## config.mk

```make
export PLATFORM = sky130hd
export DESIGN_NAME = control_sequencer
export DESIGN_NICKNAME = d
export VERILOG_FILES = /design/src/rtl/cpu_ctrl_pkg.sv /design/src/rtl/control_sequencer_chk.sv /design/src/rtl/microcode_rom.sv /design/src/rtl/control_sequencer.sv
export SDC_FILE = /design/constraint.sdc
export NUM_CORES = 1
export LEC_CHECK = 0
export BUFFER_PORTS_ARGS = -buffer_cell sky130_fd_sc_hd__buf_2
export CAP_MARGIN = 10
export CELL_PAD_IN_SITES_DETAIL_PLACEMENT = 2
export CELL_PAD_IN_SITES_GLOBAL_PLACEMENT = 2
export CORE_ASPECT_RATIO = 1.25
export CORE_UTILIZATION = 25
export CTS_BUF_LIST = sky130_fd_sc_hd__clkbuf_16
export DETAILED_ROUTE_END_ITERATION = 8
export GPL_TIMING_DRIVEN = 1
export PLACE_DENSITY_LB_ADDON = 0.1
export SLEW_MARGIN = 40
export SYNTH_ARGS = -nofsm -noshare
export SYNTH_HDL_FRONTEND = slang
export SYNTH_HIERARCHICAL = 1
export SYNTH_SLANG_ARGS = --single-unit
```

## constraint.sdc

```tcl
create_clock -name clk -period 1.95 [get_ports clk]
set_input_delay 0.39 -clock clk [delete_from_list [all_inputs] [get_ports clk]]
set_output_delay 0.39 -clock clk [all_outputs]
set_load 0.01 [all_outputs]
```

## src/rtl/cpu_ctrl_pkg.sv

```systemverilog
// cpu_ctrl_pkg
//   Shared definitions for the 8-bit CPU control path: opcode encoding,
//   control-word bit positions and masks, the opcode-independent fetch words
//   and the sequencer run/halt state.
package cpu_ctrl_pkg;

   typedef logic [15:0] ctrl_word_t;

   typedef enum logic [3:0] {
      OP_NOP = 4'h0,
      OP_LDA = 4'h1,
      OP_ADD = 4'h2,
      OP_SUB = 4'h3,
      OP_STA = 4'h4,
      OP_LDI = 4'h5,
      OP_JMP = 4'h6,
      OP_JC  = 4'h7,
      OP_JZ  = 4'h8,
      OP_OUT = 4'hE,
      OP_HLT = 4'hF
   } opcode_e;

   typedef enum logic {
      ST_RUN  = 1'b0,
      ST_HALT = 1'b1
   } seq_state_e;

   // Control-word bit positions.
   localparam int CTRL_HLT = 15;
   localparam int CTRL_MI  = 14;
   localparam int CTRL_RI  = 13;
   localparam int CTRL_RO  = 12;
   localparam int CTRL_IO  = 11;
   localparam int CTRL_II  = 10;
   localparam int CTRL_AI  = 9;
   localparam int CTRL_AO  = 8;
   localparam int CTRL_EO  = 7;
   localparam int CTRL_SU  = 6;
   localparam int CTRL_BI  = 5;
   localparam int CTRL_OI  = 4;
   localparam int CTRL_CE  = 3;
   localparam int CTRL_CO  = 2;
   localparam int CTRL_J   = 1;
   localparam int CTRL_FI  = 0;

   // Single-bit masks built from the indices above.
   localparam ctrl_word_t C_HLT = ctrl_word_t'(16'h0001) << CTRL_HLT;
   localparam ctrl_word_t C_MI  = ctrl_word_t'(16'h0001) << CTRL_MI;
   localparam ctrl_word_t C_RI  = ctrl_word_t'(16'h0001) << CTRL_RI;
   localparam ctrl_word_t C_RO  = ctrl_word_t'(16'h0001) << CTRL_RO;
   localparam ctrl_word_t C_IO  = ctrl_word_t'(16'h0001) << CTRL_IO;
   localparam ctrl_word_t C_II  = ctrl_word_t'(16'h0001) << CTRL_II;
   localparam ctrl_word_t C_AI  = ctrl_word_t'(16'h0001) << CTRL_AI;
   localparam ctrl_word_t C_AO  = ctrl_word_t'(16'h0001) << CTRL_AO;
   localparam ctrl_word_t C_EO  = ctrl_word_t'(16'h0001) << CTRL_EO;
   localparam ctrl_word_t C_SU  = ctrl_word_t'(16'h0001) << CTRL_SU;
   localparam ctrl_word_t C_BI  = ctrl_word_t'(16'h0001) << CTRL_BI;
   localparam ctrl_word_t C_OI  = ctrl_word_t'(16'h0001) << CTRL_OI;
   localparam ctrl_word_t C_CE  = ctrl_word_t'(16'h0001) << CTRL_CE;
   localparam ctrl_word_t C_CO  = ctrl_word_t'(16'h0001) << CTRL_CO;
   localparam ctrl_word_t C_J   = ctrl_word_t'(16'h0001) << CTRL_J;
   localparam ctrl_word_t C_FI  = ctrl_word_t'(16'h0001) << CTRL_FI;

   // Strobes that drive the shared bus; at most one may be active per word.
   localparam ctrl_word_t BUS_DRIVERS = C_CO | C_RO | C_IO | C_AO | C_EO;

   // Opcode-independent fetch words.
   localparam ctrl_word_t FETCH_T0 = C_CO | C_MI;
   localparam ctrl_word_t FETCH_T1 = C_RO | C_II | C_CE;

endpackage

```

## src/rtl/control_sequencer_chk.sv

```systemverilog
// control_sequencer_chk
//   Simulation-only checker: no control word may enable more than one bus driver.
//   Ports:
//     clk, rst     sampling clock and asynchronous active-high reset
//     ctrl_i [15:0] control word under observation
module control_sequencer_chk
   import cpu_ctrl_pkg::*;
(
   input  logic        clk,
   input  logic        rst,
   input  ctrl_word_t  ctrl_i
);

   a_one_bus_driver: assert property (@(posedge clk) disable iff (rst)
                                      $onehot0(ctrl_i & BUS_DRIVERS));

endmodule

```

## src/rtl/microcode_rom.sv

```systemverilog
// microcode_rom
//   Purely combinational microcode table.
//   Ports:
//     opcode_i   [3:0] instruction register upper nibble
//     step_i     [2:0] current T-state
//     flag_c_i         carry flag (only consulted by JC at T2)
//     flag_z_i         zero flag  (only consulted by JZ at T2)
//     word_o     [15:0] control word for (opcode, step, flags)
//     is_last_o        every word after step_i up to NUM_STEPS-1 is zero
module microcode_rom
   import cpu_ctrl_pkg::*;
#(
   parameter int NUM_STEPS = 5
) (
   input  logic [3:0]  opcode_i,
   input  logic [2:0]  step_i,
   input  logic        flag_c_i,
   input  logic        flag_z_i,
   output ctrl_word_t  word_o,
   output logic        is_last_o
);

   // Microcode lookup; T-states at or beyond NUM_STEPS never emit strobes.
   function automatic ctrl_word_t ucode(input logic [3:0] op, input logic [2:0] t,
                                        input logic fc, input logic fz);
      ctrl_word_t w;
      w = 16'h0000;
      case (t)
         3'd0: w = FETCH_T0;
         3'd1: w = FETCH_T1;
         3'd2: begin
            case (opcode_e'(op))
               OP_LDA, OP_ADD, OP_SUB, OP_STA: w = C_IO | C_MI;
               OP_LDI: w = C_IO | C_AI;
               OP_JMP: w = C_IO | C_J;
               OP_JC:  w = fc ? (C_IO | C_J) : 16'h0000;
               OP_JZ:  w = fz ? (C_IO | C_J) : 16'h0000;
               OP_OUT: w = C_AO | C_OI;
               OP_HLT: w = C_HLT;
               default: w = 16'h0000;
            endcase
         end
         3'd3: begin
            case (opcode_e'(op))
               OP_LDA: w = C_RO | C_AI;
               OP_ADD, OP_SUB: w = C_RO | C_BI;
               OP_STA: w = C_AO | C_RI;
               default: w = 16'h0000;
            endcase
         end
         3'd4: begin
            case (opcode_e'(op))
               OP_ADD: w = C_EO | C_AI | C_FI;
               OP_SUB: w = C_EO | C_AI | C_SU | C_FI;
               default: w = 16'h0000;
            endcase
         end
         default: w = 16'h0000;
      endcase
      if (int'(t) >= NUM_STEPS) begin
         w = 16'h0000;
      end
      return w;
   endfunction

   ctrl_word_t tail_s;

   // Current word plus OR of all later words, which decides early termination.
   always_comb begin
      word_o = ucode(opcode_i, step_i, flag_c_i, flag_z_i);
      tail_s = 16'h0000;
      for (int s = 1; s < 8; s++) begin
         tail_s = tail_s | ((s > int'(step_i)) ?
                            ucode(opcode_i, 3'(s), flag_c_i, flag_z_i) : 16'h0000);
      end
      is_last_o = (tail_s == 16'h0000);
   end

endmodule

```

## src/rtl/control_sequencer.sv

```systemverilog
// control_sequencer
//   Microcode sequencer for the 8-bit CPU: steps the T-state counter through
//   fetch and execute, decodes the control word and owns the halt state.
//   Ports:
//     clk          system clock
//     rst          asynchronous active-high reset
//     opcode_i [3:0] instruction register upper nibble
//     flag_c_i     registered carry flag
//     flag_z_i     registered zero flag
//     ctrl_o  [15:0] control word (combinational from step/halt/opcode/flags)
//     step_o  [2:0]  current T-state
//     halted_o     CPU stopped
module control_sequencer
   import cpu_ctrl_pkg::*;
#(
   parameter int NUM_STEPS = 5,
   parameter bit EARLY_END = 1'b1
) (
   input  logic        clk,
   input  logic        rst,
   input  logic [3:0]  opcode_i,
   input  logic        flag_c_i,
   input  logic        flag_z_i,
   output ctrl_word_t  ctrl_o,
   output logic [2:0]  step_o,
   output logic        halted_o
);

   localparam logic [2:0] LAST_STEP = 3'(NUM_STEPS - 1);

   seq_state_e  state_q, state_d;
   logic [2:0]  step_q, step_d;
   ctrl_word_t  rom_word_s;
   logic        is_last_s;
   logic        end_now_s;

   microcode_rom #(.NUM_STEPS(NUM_STEPS)) u_rom (
      .opcode_i  (opcode_i),
      .step_i    (step_q),
      .flag_c_i  (flag_c_i),
      .flag_z_i  (flag_z_i),
      .word_o    (rom_word_s),
      .is_last_o (is_last_s)
   );

   // State and T-state registers; reset lands directly on the T0 fetch word.
   always_ff @(posedge clk or posedge rst) begin
      if (rst) begin
         state_q <= ST_RUN;
         step_q  <= 3'd0;
      end else begin
         state_q <= state_d;
         step_q  <= step_d;
      end
   end

   // Next-state: halt freezes the step; otherwise wrap at the last step or
   // as soon as the rest of the execute phase would be idle.
   always_comb begin
      state_d   = state_q;
      step_d    = step_q;
      end_now_s = 1'b0;
      case (state_q)
         ST_RUN: begin
            end_now_s = EARLY_END && (step_q >= 3'd2) && is_last_s;
            if (rom_word_s[CTRL_HLT]) begin
               state_d = ST_HALT;
               step_d  = step_q;
            end else if ((step_q == LAST_STEP) || end_now_s) begin
               state_d = ST_RUN;
               step_d  = 3'd0;
            end else begin
               state_d = ST_RUN;
               step_d  = step_q + 3'd1;
            end
         end
         ST_HALT: begin
            state_d = ST_HALT;
            step_d  = step_q;
         end
         default: begin
            state_d = ST_RUN;
            step_d  = 3'd0;
         end
      endcase
   end

   // While halted every strobe is suppressed.
   assign ctrl_o   = (state_q == ST_RUN) ? rom_word_s : 16'h0000;
   assign step_o   = step_q;
   assign halted_o = (state_q == ST_HALT);

   control_sequencer_chk u_chk (
      .clk    (clk),
      .rst    (rst),
      .ctrl_i (ctrl_o)
   );

endmodule

```

==> key figures, run 1 <==
Status
  – Failing checks: negative setup slack
  – Status: finished with violations

CTS
  – Clk_lat worst skew: 230 ps
  – # hold bufs at CTS: 0
  – # H-tree levels: 1
  – Num CTS Buffers: 3
  – CTS clk-pin slew, worst paths: 30 ps
  – Clk root buf: clkbuf_16
  – TritonCTS clock tree: done
  – Max Root-Sink Buffers: 2
  – Clk sinks: 4

Synthesis
  – Sequential fraction of the synthesis area: 14.1%
  – Syn Nets: 112
  – Yosys warning count: 6
  – Post-synth top area share: 14.1%
  – Most common cell in the netlist: nor2b_1
  – Syn_area_per_cell: 7.02 µm²
  – Async SR Flop Fraction: 100%
  – Seq cells post-synth: 4
  – Mapped Cells: 101
  – Post-synth top cells: 10 x nor2b_1, 7 x inv_1, 7 x nor2_1, 7 x nor3_1
  – Main synth FF type: dfrtp_1
  – Unique cell type count in the Yosys netlist: 38
  – Mapped Area: 709 µm²
  – Top cells by area, synth: dfrtp_1 14%, nor2b_1 8.8%, and2b_1 6.3%
  – Number of flops mapped to enable cells by yosys: 0
  – Area leader, netlist: dfrtp_1

Floorplanning
  – Row count: 21
  – Die height: 61.6 µm
  – Initial Utilization: 26.5%
  – Die Wd: 49.6 µm
  – Die footprint: 0.00306 mm²
  – I/O pins: 28
  – CORE AREA: 0.00268 mm²

Cells and area
  – P&R area growth vs syn: 55.0%
  – Antenna Diode Count: 0
  – Nets: 152
  – Post-Route Utilization: 41.0%
  – Non-Filler Instances: 173
  – Layout cell share with drive strength beyond 1: 42.4%

Power and ir drop
  – PD cells: 1270 mW/mm²
  – Cell internal pwr: 0.768 mW
  – Net Switching: 0.624 mW
  – P_leak: 0.542 nW
  – VDD IR max: 0.00102 V
  – Combinational share of power: 58.8%
  – Clk network pwr share: 23.2%
  – Total power: 1.39 mW
  – Sw frac: 44.8%
  – Sequential share of power: 18.0%

GRT
  – Antenna violations before repair: 0
  – First-pass GRT wire length: 4.16 mm
  – Number of global-route vias before repair: 884
  – Gr usage total: 18.2%
  – Largest net degree at the start of global routing: 19
  – Grt ovf: 0

Worst hold path
  – Worst Hold Class: in2async

Worst setup path
  – Maximum fanout along the worst path: 3
  – CP Capture Type: output pin
  – Slowest cell on crit path: o31a_1
  – Sequence of cells on the critical path: buf_8 > or2_1 > and2_1 > o31a_1 > nor3_1 > nor2b_1 > buf_2
  – Crit path DAT: 1570 ps
  – Slowest stage delay, CP: 270 ps
  – Kind of critical path: in2out
  – Worst setup SP type: primary input
  – Req. time, crit path: 1560 ps

Routing
  – M1 WL: 1.06 mm
  – 1st-iter DRT viols: 9
  – DRT Pass-1 Iters: 3
  – Routed Antenna Nets: 0
  – DRC: 0
  – Met3 wire length: 82 µm
  – Wire length per cell: 15.3 µm
  – Vias/cell: 5.05
  – Routed vias: 874
  – Highest Signal Layer: met4
  – Met2 wire len: 1.48 mm
  – WL final: 2.65 mm

Timing
  – Setup ws final: -12.6 ps
  – Slew Limit Fails: 0
  – Final period utilization: 101%
  – Setup TNS: -12.6 ps
  – Maximum clock rate: 510 MHz
  – Slew @ Worst Pin: 587 ps
  – Worst Clk Skew: 2.16 ps
  – Worst slew margin: 60.9%
  – Fin. Hold Viols: 0
  – Unrepaired setup endpoints after global routing: true
  – Final Setup Violations: 1
  – Final critical-path required period: 1960 ps

Placement
  – Detail Placement HPWL: 1.95 mm
  – IO Port Bufs: 27
  – Cells after DPL: 165
  – Final GP Congestion: 0.779

Flow run
  – Max-cap violations: 0
metrics by stage:
stage	setup slack [ps]	hold slack (ps)	instance area, µm²
floorplan	115	156	709
global placement	25.1	268	938
CTS	4.84	46.3	1020
detailed placement	-13.9	278	938
finish	-12.6	40.9	1100
global route	-82.4	63.8	1100
flip-flops by register name, summed over array words and instances (netlist names):
name      flops
step_o        3
halted_o      1
placed cells by master, fill, tap and decap left out, drive strengths merged:
| master | n |
|---|---|
| buf | 45 |
| nor2b | 10 |
| o21ai | 9 |
| nor2 | 8 |
| inv | 8 |
| nor3 | 8 |
| and2b | 6 |
| nand3 | 6 |
| dfrtp | 4 |
| nand4 | 3 |
| ha | 3 |
| clkbuf | 3 |
| nand2 | 3 |
| nand2b | 3 |
| nor4 | 2 |
| a21oi | 2 |
| a211oi | 2 |
| or2 | 1 |
| and2 | 1 |
| o31a | 1 |
| nand3b | 1 |
| mux2i | 1 |
| o21a | 1 |
| a2111oi | 1 |
| xor2 | 1 |
| a2bb2oi | 1 |
| nor3b | 1 |
| a211o | 1 |
| o221ai | 1 |
| o2111ai | 1 |
| a22oi | 1 |
worst paths after layout:
kind	depth (start not counted)	from	to	slack, ps
max in group asynchronous	2	rst	step_o[0]	1740
hold / removal	2	rst	step_o[2]	40
setup reg to reg	7	step_o[0]	step_o[0]	340
hold reg to reg	2	step_o[2]	step_o[2]	730
setup / recovery	7	opcode_i[0]	ctrl_o[14]	-10
min in group clk	2	step_o[2]	step_o[2]	730
metal layers:
metal / vias to the layer above / track usage [%]
li1: 426 / -
met1: 423 / 18.2
met2: 19 / 38.0
met3: 6 / 1.98
met4: 0 / 7.35
met5: - / 0
layout make-up:
type                    count  area, µm²
repair buffers             45        299
clock buffers               3       75.1
multi-input cells          79        551
inverters                   8       30.0
flip-flops and latches      4        103
well taps                  34       42.5
fillers                   327       1580
cells by family after synthesis:
group,after synthesis,synth area share [%]
AND/OR/NAND/NOR,53,45.2
multiplexers,1,1.41
XOR/XNOR,1,1.23
buffers and inverters,18,12.5
adder cells (fa/ha/maj),3,5.29
flip-flops,4,14.1
AO/OA/AOI/OAI,21,20.3
critical path, delay by kind of cell:
family | cells | cell delay (ps)
compound gates | 1 | 270
buf+inv | 2 | 240
simple gates | 4 | 670
power groups by stage:
stage          sequential, mW  clock [mW]  combinational [mW]
2_1_floorplan           0.206           0               0.487
6_report                0.250       0.323               0.818
5_1_grt                 0.266       0.330               0.904
4_1_cts                 0.266       0.326               0.737
3_3_place_gp            0.254           0               0.689
3_5_place_dp            0.260           0               0.711
what timing repair did:
item / CTS / global route
setup endpoints to repair: 5 / 7
resized for setup: 4 / 11
endpoints found under the hold margin: 0 / 0
setup buffers: 0 / 5
pin swaps: 1 / 4
No activity file was read; power rests on OpenSTA's default activity.
==> run 2: changes to the inputs <==
- clock period: 1.95 -> 2.1 ns (I/O delays scaled with it)
==> run 2 against run 1 <==
- the run now ends clean
- wire length down 4.9%
- non-clock buffer count down 8
- via count down 3.2%
- core utilization is 4.0 points lower
- worst setup slack gained 62 ps
- critical path depth stayed put
- first-iteration DRC count fell by 11%
- combinational power decreased by 19%
- total power fell by 14%
- critical path type unchanged
- critical endpoint unchanged
- highest routed layer unchanged
==> key figures, run 2 (synthesized netlist as in run 1, its figures left out) <==
Status
  – Status: completed (was finished with violations)

Floorplanning
  – Initial Utilization: 26.5% (unchanged)
  – Die footprint: 0.00306 mm² (unchanged)
  – CORE AREA: 0.00268 mm² (unchanged)
  – Die Wd: 49.6 µm (unchanged)
  – Die height: 61.6 µm (unchanged)
  – I/O pins: 28 (unchanged)
  – Row count: 21 (unchanged)

Timing
  – Worst slew margin: 59.4% (was 60.9%)
  – Slew Limit Fails: 0 (unchanged)
  – Fin. Hold Viols: 0 (unchanged)
  – Worst Clk Skew: 1.64 ps (was 2.16 ps)
  – Maximum clock rate: 488 MHz
  – Final Setup Violations: 0 (was 1)
  – Slew @ Worst Pin: 609 ps (was 587 ps)
  – Final period utilization: 97.6%
  – Final critical-path required period: 2050 ps
  – Setup ws final: 49.7 ps (was -12.6 ps)

Cells and area
  – Antenna Diode Count: 0 (unchanged)
  – Layout cell share with drive strength beyond 1: 35.9% (was 42.4%)
  – Nets: 144 (was 152)
  – Fin area: 993 µm² (was 0.00110 mm²)
  – Commonest non-fill, non-tap cell in the layout: buf_2 (unchanged)
  – Register area: 100 µm² (was 103 µm²)
  – Max reg flops: 3 (unchanged)
  – Fill cells: 349 (was 327)
  – P&R area growth vs syn: 40.0% (was 55.0%)
  – Area of the multi-input gates: 533 µm² (was 551 µm²)
  – Post-Route Utilization: 37.1% (was 41.0%)
  – Most frequent cells in the layout: 26 x buf_2, 11 x buf_4, 10 x nor2b_1, 7 x inv_1, 7 x nor2_1 (was 25 x buf_2, 17 x buf_4, 10 x nor2b_1, 7 x nor2_1)

Power and ir drop
  – Net Switching: 0.545 mW (was 0.624 mW)
  – PD cells: 1200 mW/mm² (was 1270 mW/mm²)
  – Sequential share of power: 19.6% (was 18.0%)
  – P_leak: 0.498 nW (was 0.542 nW)
  – Cell internal pwr: 0.645 mW (was 0.768 mW)
  – Sw frac: 45.8% (was 44.8%)
  – Clk network pwr share: 25.0% (was 23.2%)
  – Combinational share of power: 55.4% (was 58.8%)
  – VDD IR max: 0.000738 V (was 0.00102 V)

GRT
  – Largest net degree at the start of global routing: 19 (unchanged)
  – Gr usage total: 17.3% (was 18.2%)
  – Antenna violations before repair: 0 (unchanged)
  – Number of global-route vias before repair: 847 (was 884)
  – First-pass GRT wire length: 3.95 mm (was 4.16 mm)
  – Grt ovf: 0 (unchanged)

CTS
  – Clk_lat worst skew: 220 ps (was 230 ps)
  – CTS clk-pin slew, worst paths: 30 ps (about the same)
  – # H-tree levels: 1 (unchanged)
  – TritonCTS clock tree: done (unchanged)
  – Max Root-Sink Buffers: 2 (unchanged)
  – Clk root buf: clkbuf_16 (unchanged)
  – # hold bufs at CTS: 0 (unchanged)
  – Num CTS Buffers: 3 (unchanged)
  – Clk sinks: 4 (unchanged)

Routing
  – Met2 wire len: 1.39 mm (was 1.48 mm)
  – DRT Pass-1 Iters: 4 (was 3)
  – Routed Antenna Nets: 0 (unchanged)
  – WL final: 2.52 mm (was 2.65 mm)
  – Highest Signal Layer: met4 (unchanged)
  – 1st-iter DRT viols: 8 (was 9)
  – Wire length per cell: 15.3 µm (about the same)
  – Met3 wire length: 86 µm (was 82 µm)
  – Vias/cell: 5.13 (was 5.05)
  – Routed vias: 846 (was 874)
  – DRC: 0 (unchanged)
  – M1 WL: 1.04 mm (was 1.06 mm)

Worst hold path
  – Worst Hold Class: in2async (unchanged)

Worst setup path
  – Maximum fanout along the worst path: 6 (was 3)
  – CP Capture Type: output pin (unchanged)
  – Kind of critical path: in2out (unchanged)
  – Slowest stage delay, CP: 250 ps (was 270 ps)
  – Worst setup SP type: primary input (unchanged)
  – Slowest cell on crit path: or2_1 (was o31a_1)
  – Top cell by count, worst path: buf_2
  – Crit path DAT: 1630 ps (was 1570 ps)
  – Req. time, crit path: 1680 ps (was 1560 ps)
  – Sequence of cells on the critical path: buf_2 > or2_1 > and2_0 > o31a_1 > nor3_1 > nor2b_1 > buf_2 (was buf_8 > or2_1 > and2_1 > o31a_1 > nor3_1 > nor2b_1 > buf_2)

Placement
  – IO Port Bufs: 27 (unchanged)
  – Detail Placement HPWL: 1.92 mm (was 1.95 mm)
  – Final GP Congestion: 0.690 (was 0.779)
  – Worst slack, placed: -11.5 ps (was -13.9 ps)
  – Dpl cell area: 896 µm² (was 938 µm²)

Flow run
  – Max-cap violations: 0 (unchanged)
run 2: layer usage:
metal	GRT usage (%)	up-vias
li1	-	409
met2	36.3	20
met3	2.22	2
met5	0	-
met1	18.1	415
met4	4.49	0
run 2: cell type report:
cell class              instances  share of cell area, %
multi-input cells              79                   53.7
repair buffers                 37                   21.4
flip-flops and latches          4                   10.1
clock buffers                   3                   7.56
well taps                      34                   4.28
inverters                       8                   3.02
run 2: final timing paths:
check,start,endpoint,slack (ps),depth (start not counted)
min reg2reg,step_o[2],step_o[2],700,2
max reg2reg,step_o[0],step_o[0],270,7
max,opcode_i[1],ctrl_o[14],50,7
max in group asynchronous,rst,step_o[0],1860,2
min,rst,halted_o,80,2
min in group clk,step_o[2],step_o[2],700,2
run 2: repair_timing:
item,4_1_cts,5_1_grt
setup endpoints to repair,0,2
buffers inserted,0,1
gates resized for setup,0,4
run 2: critical path: cells and delay by family:
kind                   cells  cell delay, ps
AND/OR/NAND/NOR            4             690
buffers and inverters      2             280
AO/OA/AOI/OAI              1             230
run 2: power by group through the flow:
stage	Sequential [mW]	Combinational, mW	Clock [mW]
floorplan	0.191	0.452	0
global placement	0.231	0.633	0
detailed placement	0.236	0.664	0
CTS	0.236	0.667	0.302
global route	0.247	0.741	0.309
finish	0.233	0.659	0.298
run 2: metrics by stage:
| stage | power [mW] | TNS, ps | cells | hold slack, ps |
|---|---|---|---|---|
| after global placement | 0.864 | 0 | 161 | 299 |
| after CTS | 1.20 | 0 | 164 | 83.9 |
| final | 1.19 | 0 | 165 | 79.9 |
| after detailed placement | 0.900 | -14.0 | 161 | 313 |
| after global routing | 1.30 | -10.1 | 165 | 84.5 |
| after floorplan | 0.644 | 0 | 101 | 186 |
